<file path="src/rtl/aidan_mcnay_change_emit_pkg.sv">
// Shared definitions for the change-emit transmitter.
//   state_e     : FSM encoding (LP_IDLE / LP_HOLD)
//   hold_width  : width of the hold counter for a given minimum hold,
//                 never narrower than one bit.
`ifndef AIDAN_MCNAY_CHANGE_EMIT_PKG_SV
`define AIDAN_MCNAY_CHANGE_EMIT_PKG_SV
package aidan_mcnay_change_emit_pkg;

    typedef enum logic {
        LP_IDLE = 1'b0,
        LP_HOLD = 1'b1
    } state_e;

    function automatic int hold_width(input int min_hold);
        int w;
        w = $clog2(min_hold);
        return (w < 1) ? 1 : w;
    endfunction

endpackage
`endif

</file>
<file path="src/rtl/aidan_mcnay_change_emit_if.sv">
// Event/status bundle of the change-emit transmitter.
//   in_pulse, clr_overflow           : requester -> transmitter
//   out_signal, out_busy,
//   out_pending, out_overflow        : transmitter -> requester / line
// master = the side issuing events, slave = the transmitter.
// p_cnt_bits must match the transmitter's p_cnt_bits.
interface aidan_mcnay_change_emit_if #(
    parameter int p_cnt_bits = 4
);
    logic                  in_pulse;
    logic                  clr_overflow;
    logic                  out_signal;
    logic                  out_busy;
    logic [p_cnt_bits-1:0] out_pending;
    logic                  out_overflow;

    modport master (
        output in_pulse, clr_overflow,
        input  out_signal, out_busy, out_pending, out_overflow
    );

    modport slave (
        input  in_pulse, clr_overflow,
        output out_signal, out_busy, out_pending, out_overflow
    );
endinterface

</file>
<file path="src/rtl/aidan_mcnay_sat_counter.sv">
// Saturating up/down counter holding the event backlog.
//   clk, rst : clock, synchronous active-high reset
//   inc, dec : count up / down this cycle (both together = no change)
//   count    : current value (registered)
//   sat_drop : combinational, high when an increment was refused because
//              the counter is already all-ones
module aidan_mcnay_sat_counter #(
    parameter int p_width = 4
) (
    input  logic               clk,
    input  logic               rst,
    input  logic               inc,
    input  logic               dec,
    output logic [p_width-1:0] count,
    output logic               sat_drop
);
    logic [p_width-1:0] count_reg;
    logic [p_width-1:0] count_next;

    always_comb begin
        count_next = count_reg;
        sat_drop   = 1'b0;
        if (inc && !dec) begin
            if (&count_reg) begin
                sat_drop = 1'b1;
            end else begin
                count_next = count_reg + p_width'(1);
            end
        end else if (dec && !inc && (count_reg != '0)) begin
            count_next = count_reg - p_width'(1);
        end
    end

    always_ff @(posedge clk) begin
        if (rst) begin
            count_reg <= '0;
        end else begin
            count_reg <= count_next;
        end
    end

    assign count = count_reg;
endmodule

</file>
<file path="src/rtl/aidan_mcnay_change_emit.sv">
// Change-signalling transmitter: every accepted event flips out_signal once.
// Events arriving during the minimum hold window are queued in a saturating
// backlog counter and replayed one toggle per hold window.
//   clk, rst : clock, synchronous active-high reset
//   bus      : slave side of aidan_mcnay_change_emit_if
//              (in_pulse, clr_overflow in; out_signal, out_busy,
//               out_pending, out_overflow out)
module aidan_mcnay_change_emit
    import aidan_mcnay_change_emit_pkg::*;
#(
    parameter int p_min_hold = 4,
    parameter int p_cnt_bits = 4
) (
    input  logic                          clk,
    input  logic                          rst,
    aidan_mcnay_change_emit_if.slave      bus
);
    localparam int             HW          = hold_width(p_min_hold);
    localparam logic [HW-1:0]  HOLD_RELOAD = HW'(p_min_hold - 1);

    state_e                state_reg, state_next;
    logic [HW-1:0]         hold_reg, hold_next;
    logic                  signal_reg;
    logic                  overflow_reg;
    logic                  toggle;
    logic                  pend_inc;
    logic                  pend_dec;
    logic                  sat_drop;
    logic [p_cnt_bits-1:0] pending;

    aidan_mcnay_sat_counter #(
        .p_width (p_cnt_bits)
    ) u_backlog (
        .clk      (clk),
        .rst      (rst),
        .inc      (pend_inc),
        .dec      (pend_dec),
        .count    (pending),
        .sat_drop (sat_drop)
    );

    always_comb begin
        state_next = state_reg;
        hold_next  = hold_reg;
        toggle     = 1'b0;
        pend_inc   = 1'b0;
        pend_dec   = 1'b0;
        case (state_reg)
            LP_IDLE: begin
                // Backlog is always empty here, so a pulse goes straight out.
                if (bus.in_pulse) begin
                    toggle     = 1'b1;
                    state_next = LP_HOLD;
                    hold_next  = HOLD_RELOAD;
                end
            end
            LP_HOLD: begin
                if (hold_reg != '0) begin
                    hold_next = hold_reg - HW'(1);
                    pend_inc  = bus.in_pulse;
                end else if (pending != '0) begin
                    // Oldest queued event goes out; a concurrent pulse queues
                    // behind it, leaving the backlog count unchanged.
                    toggle    = 1'b1;
                    pend_dec  = 1'b1;
                    pend_inc  = bus.in_pulse;
                    hold_next = HOLD_RELOAD;
                end else if (bus.in_pulse) begin
                    toggle    = 1'b1;
                    hold_next = HOLD_RELOAD;
                end else begin
                    state_next = LP_IDLE;
                end
            end
            default: state_next = LP_IDLE;
        endcase
    end

    always_ff @(posedge clk) begin
        if (rst) begin
            state_reg    <= LP_IDLE;
            hold_reg     <= '0;
            signal_reg   <= 1'b0;
            overflow_reg <= 1'b0;
        end else begin
            state_reg  <= state_next;
            hold_reg   <= hold_next;
            signal_reg <= signal_reg ^ toggle;
            // A fresh drop outranks a clear in the same cycle.
            if (sat_drop) begin
                overflow_reg <= 1'b1;
            end else if (bus.clr_overflow) begin
                overflow_reg <= 1'b0;
            end
        end
    end

    assign bus.out_signal   = signal_reg;
    assign bus.out_overflow = overflow_reg;
    assign bus.out_pending  = pending;
    assign bus.out_busy     = (state_reg == LP_HOLD) || (pending != '0);
endmodule

</file>
<file path="src/flat_wrapper.sv">
// flat-port wrapper written by rule: the top's interface ports become plain ports
module aidan_mcnay_change_emit_flat import aidan_mcnay_change_emit_pkg::*;
#(
    parameter int p_min_hold = 4,
    parameter int p_cnt_bits = 4
)
  (clk, rst, bus_in_pulse, bus_clr_overflow, bus_out_signal, bus_out_busy, bus_out_pending, bus_out_overflow);
  aidan_mcnay_change_emit_if #(.p_cnt_bits(p_cnt_bits)) bus_i ();
  input  logic clk;
  input  logic rst;
  input wire logic [$bits(bus_i.in_pulse)-1:0] bus_in_pulse;
  input wire logic [$bits(bus_i.clr_overflow)-1:0] bus_clr_overflow;
  output wire logic [$bits(bus_i.out_signal)-1:0] bus_out_signal;
  output wire logic [$bits(bus_i.out_busy)-1:0] bus_out_busy;
  output wire logic [$bits(bus_i.out_pending)-1:0] bus_out_pending;
  output wire logic [$bits(bus_i.out_overflow)-1:0] bus_out_overflow;
  assign bus_i.in_pulse = bus_in_pulse;
  assign bus_i.clr_overflow = bus_clr_overflow;
  assign bus_out_signal = bus_i.out_signal;
  assign bus_out_busy = bus_i.out_busy;
  assign bus_out_pending = bus_i.out_pending;
  assign bus_out_overflow = bus_i.out_overflow;
  aidan_mcnay_change_emit #(.p_min_hold(p_min_hold), .p_cnt_bits(p_cnt_bits)) u_core (.clk(clk), .rst(rst), .bus(bus_i));
endmodule
</file>
<file path="config.mk">
export PLATFORM = sky130hd
export DESIGN_NAME = aidan_mcnay_change_emit_flat
export DESIGN_NICKNAME = d
export VERILOG_FILES = /design/src/rtl/aidan_mcnay_change_emit_pkg.sv /design/src/rtl/aidan_mcnay_change_emit_if.sv /design/src/rtl/aidan_mcnay_sat_counter.sv /design/src/rtl/aidan_mcnay_change_emit.sv /design/src/flat_wrapper.sv
export SDC_FILE = /design/constraint.sdc
export NUM_CORES = 1
export LEC_CHECK = 0
export ABC_AREA = 1
export CAP_MARGIN = 10
export CORE_AREA = 2 2 39 41
export DETAILED_ROUTE_END_ITERATION = 6
export DIE_AREA = 0 0 41 43
export SYNTH_ARGS = -nofsm -noshare
export SYNTH_HDL_FRONTEND = slang
export SYNTH_SLANG_ARGS = --single-unit
</file>
<file path="constraint.sdc">
create_clock -name clk -period 1.9 [get_ports clk]
set_clock_uncertainty 0.15 [all_clocks]
set_input_delay 0.38 -clock clk [delete_from_list [all_inputs] [get_ports clk]]
set_output_delay 0.38 -clock clk [all_outputs]
set_load 0.05 [all_outputs]
</file>
After elaboration in Yosys (flattened, before gate mapping)
Cells that the tools add are included.
{"block": "word_totals", "regBits": 9, "inputBits": 4, "word_cells": 46}
{"block": "classes", "add_sub_neg": 3, "eq_ne": 1, "muxes": 23, "bitwise": 2, "n_reduce_logical": 12}
{"op": "$mux W1", "n": 14}
{"op": "$mux W4", "n": 3}
{"op": "$mux W2", "n": 3}
{"op": "$reduce_bool A2 Y1", "n": 3}
{"op": "$add A4 B1 Y4 const B", "n": 1}
{"op": "$pmux W1 S2", "n": 2}
{"op": "$pmux W2 S2", "n": 1}
{"op": "$reduce_and A4 Y1", "n": 1}
{"op": "$reduce_bool A4 Y1", "n": 1}
{"op": "$sub A4 B1 Y4 const B", "n": 1}
{"op": "$logic_and A1 B1 Y1", "n": 3}
{"op": "$logic_not A1 Y1", "n": 2}
{"op": "$ne A2 B2 Y1 const B", "n": 1}
{"op": "$reduce_and A2 Y1", "n": 1}
{"op": "$sub A2 B1 Y2 const B", "n": 1}
{"op": "$logic_or A1 B1 Y1", "n": 1}
{"op": "$not A1 Y1", "n": 1}
{"op": "$xor A1 B1 Y1", "n": 1}

Depth between registers and ports, before layout
{"block": "logic_depth", "ltp_word": 9, "mapped_depth": 11, "mapped_depth_nobuf": 11}

Modules after synthesis
A second synthesis with hierarchy kept.
{"block": "unflattened", "hier_cells": 97, "hier_area_um2": 655.6}
{"module": "aidan_mcnay_sat_counter", "n_inst": 1, "cells_each": 59, "area_each_um2": 384.1, "seq_area_each_um2": 80.1}
{"module": "aidan_mcnay_change_emit", "n_inst": 1, "cells_each": 38, "area_each_um2": 271.5, "seq_area_each_um2": 100.1}

Worst setup path after synthesis
OpenSTA, ideal clock, no wires.
{"block": "synth_timing", "path_type": "register to output", "startpoint": "register u_core.u_backlog.count_reg[0], in the netlist u_core.u_backlog.count[0]", "endpoint": "output port bus_out_busy", "arrival_time_ns": 1.282, "required_time_ns": 1.370, "setup_slack_ns": 0.088, "stages_incl_launch_ff": 3, "n_path_buf": 0, "cell_sequence": "dfxtp_1 -> nor2_1 -> nand3_1"}
{"block": "synth_via", "elab_chain_len": 2}
{"element": "from (decl)", "line": "aidan_mcnay_sat_counter.sv:17", "source": "logic [p_width-1:0] count_reg;"}
{"element": "from (signal assigned)", "line": "aidan_mcnay_sat_counter.sv:38", "source": "count_reg <= count_next;"}
{"element": "$reduce_bool A4 Y1", "line": "aidan_mcnay_change_emit.sv:101", "source": "assign bus.out_busy = (state_reg == LP_HOLD) || (pending != '0);"}
{"element": "$logic_or A1 B1 Y1", "line": "aidan_mcnay_change_emit.sv:101"}
{"element": "to (decl)", "line": "flat_wrapper.sv:14", "source": "output wire logic [$bits(bus_i.out_busy)-1:0] bus_out_busy;"}
Every way passes these cells.

Final worst setup path
Same ends and word-level chain as after synthesis.

==> reports/metrics.csv <==
metric,value,unit
outcome,"complete, no violations",
CP bufs+invs,1,
Final Power,659,µW
vias per inst,4.85,
clock group share of total power,22.5,%
DIE AREA,1760,µm²
Top Ports,11,
switching power share of the total,38.5,%
fraction of registers with async set/reset,0,%
pwr dens,877,nW/µm²
# rows,14,
"EDFF count, synth",0,
Synth warnings,0,
Worst EP arrival,1210,ps
pin count of the biggest net entering global routing,8,
CTS buffer count,3,
final wirelength,1010,µm
Fmax,575,MHz
# Post-CTS Setup Buffers,0,
Max Cap Violations,0,
hpwl dp,785,µm
DRC Markers,0,
Area Overhead vs Synth,45.5,%
Buffers on Ports,10,
sequential fraction of design power,36.0,%
Vias,514,
peak supply drop,0.496,mV
synthesized instance count,72,
leakage power figure,0.331,nW
antenna diode count,0,
initial core utilization,37.3,%
HP Class,reg2reg,
number of DRC markers in iteration 0,9,
mapped cell area,517,µm²
first-pass GRT wire length,1770,µm
peak per-stage delay on the critical path,410,ps
CP Data Required Time,1370,ps
GRT overflow,0,
Synth Flop Type,dfxtp_1,
layout cells sized above 1,28.9,%
drt wl/cell,9.57,µm
kind of critical path,reg2out,
Unique masters post-synth,20,
Post-Route Setup TNS,0,ps
Synth Register Bits,9,
CTS tree,built,
sw power,254,µW
setup slack after layout,161,ps
Worst-Margin Slew,350,ps
Largest register FFs,4,
Max Root-Sink Buffers,2,
Placed Cells,102,
relative slew slack,76.6,%
combinational power share,41.4,%
syn_area_per_cell,7.18,µm²
Final Max Tran Viols,0,
CTS sink cnt,9,
internal power,405,µW
Critical Path Sink Type,output pin,
post-synthesis sequential area ratio,34.9,%
H-tree levels,1,
Tot GR Track Use,15.2,%
core area,1380,µm²
fin util,54.3,%
critical path cell sequence,nor2_1 -> nand3_1 -> buf_12,
Nets,98,
vias in the first global route,440,
CTS Hold Bufs,0,
syn nets,79,
CP max FO,7,
critical path launch point type,register,
CTS root buf,clkbuf_4,
number of nets still failing antenna checks after routing,0,
"CP delay by family, top",flip-flops,
"non-filler cells, final",106,
Final period util,91.5,%
Final min period,1740,ps
final hold vios,0,
pre-CTS setup slack,-351,ps
GP Congestion,0.695,
Worst-Skew Late Latency,260,ps
RSZ-0062 raised after global routing,false,
"slowest stage cell, crit path",dfxtp_1,
initial antenna violation count,0,
Final setup viols,0,
Die Wd,41,µm
die height,43,µm
TritonRoute pass-1 iters,4,
clock-pin slew on the worst setup and hold paths,60,ps
-- power by group through the flow --
stage               registers, mW  clock network [mW]  logic [mW]
finish                      0.237               0.149       0.273
global route                0.241               0.162       0.299
CTS                         0.238               0.153       0.264
detailed placement          0.241                   0       0.257
global placement            0.241                   0       0.255
floorplan                   0.274                   0       0.124
-- placed cells by master, fill, tap and decap left out --
cell and count:
a21oi_1 5, a21oi_4 1, and2_1 1, buf_12 3
buf_4 8, clkbuf_1 1, clkbuf_4 3, clkdlybuf4s50_1 2
dfxtp_1 9, dlymetal6s2s_1 1, fa_1 1, ha_1 1
ha_4 1, inv_1 11, inv_2 1, nand2_1 9
nand2_2 4, nand2_4 1, nand3_1 3, nand3_2 3
nand4_1 2, nor2_1 9, nor2_4 1, nor3_1 1
o21ai_0 5, o21ai_1 1, o22ai_1 1, xor2_1 1
-- layer usage --
metal | up-vias | GRT usage, % | part of all wire [%]
li1 | 269 | - | -
met1 | 229 | 20.5 | 47
met2 | 14 | 20.0 | 46
met3 | 2 | 4.71 | 5.5
met4 | 0 | 10.0 | 1.5
met5 | - | 0 | 0
-- cells in the mapped netlist (2+ instances only) --
cell | instances | area, µm²
a21oi_1 | 6 | 30.0
dfxtp_1 | 9 | 180
ha_1 | 2 | 25.0
inv_1 | 11 | 41.3
nand2_1 | 10 | 37.5
nand2_2 | 3 | 18.8
nand3_1 | 5 | 25.0
nand4_1 | 2 | 12.5
nor2_1 | 9 | 33.8
o21ai_0 | 5 | 25.0
-- worst paths after layout --
check,start,slack [ps],to,cells after the start
max reg2reg,u_core.state_reg$_SDFF_PP0_,220,u_core.u_backlog.count[3]$_SDFFE_PP0P_,11
max,u_core.u_backlog.count[0]$_SDFFE_PP0P_,160,bus_out_busy,3
min reg2reg,u_core.bus.out_signal$_SDFF_PP0_,310,u_core.bus.out_signal$_SDFF_PP0_,2
min,u_core.bus.out_signal$_SDFF_PP0_,310,u_core.bus.out_signal$_SDFF_PP0_,2
-- worst register-to-register path: stages, from the launching register on --
cell and delay [ps]:
dfxtp_1 410, nand2_2 90, nor2_4 120, inv_2 70
ha_4 240, a21oi_4 160, nand2_1 80, nand2_2 70
nand3_2 70, nand2_1 50, inv_1 40, nor2_1 80
-- what timing repair did --
item	in CTS	in global routing
setup endpoints to repair	1	1
cloned	0	0
pin swaps	1	1
gates resized for setup	2	5
-- stage by stage --
stage | hold slack (ps) | area (µm²)
after floorplan | 299 | 517
after global placement | 300 | 687
after detailed placement | 310 | 687
after CTS | 321 | 729
after global routing | 345 | 752
final | 315 | 752
-- final cells by class --
type | count | area, µm²
Multi-Input combinational cell | 51 | 328
Clock buffer | 4 | 26.3
Timing Repair Buffer | 14 | 153
Sequential cell | 9 | 180
Tap cell | 16 | 20.0
Fill cell | 141 | 632
Inverter | 12 | 45.0
-- cells by family after synthesis --
kind of cell               Yosys count  share of synthesized area, %
xor gates and xnor gates             1                          1.70
DFF                                  9                          34.9
buffers and inverters               12                          8.72
AOI/OAI and AO/OA                   13                          12.8
and+or+nand+nor                     34                          33.2
adders and majority gates            3                          8.72
No activity file was read; power rests on OpenSTA's default activity.
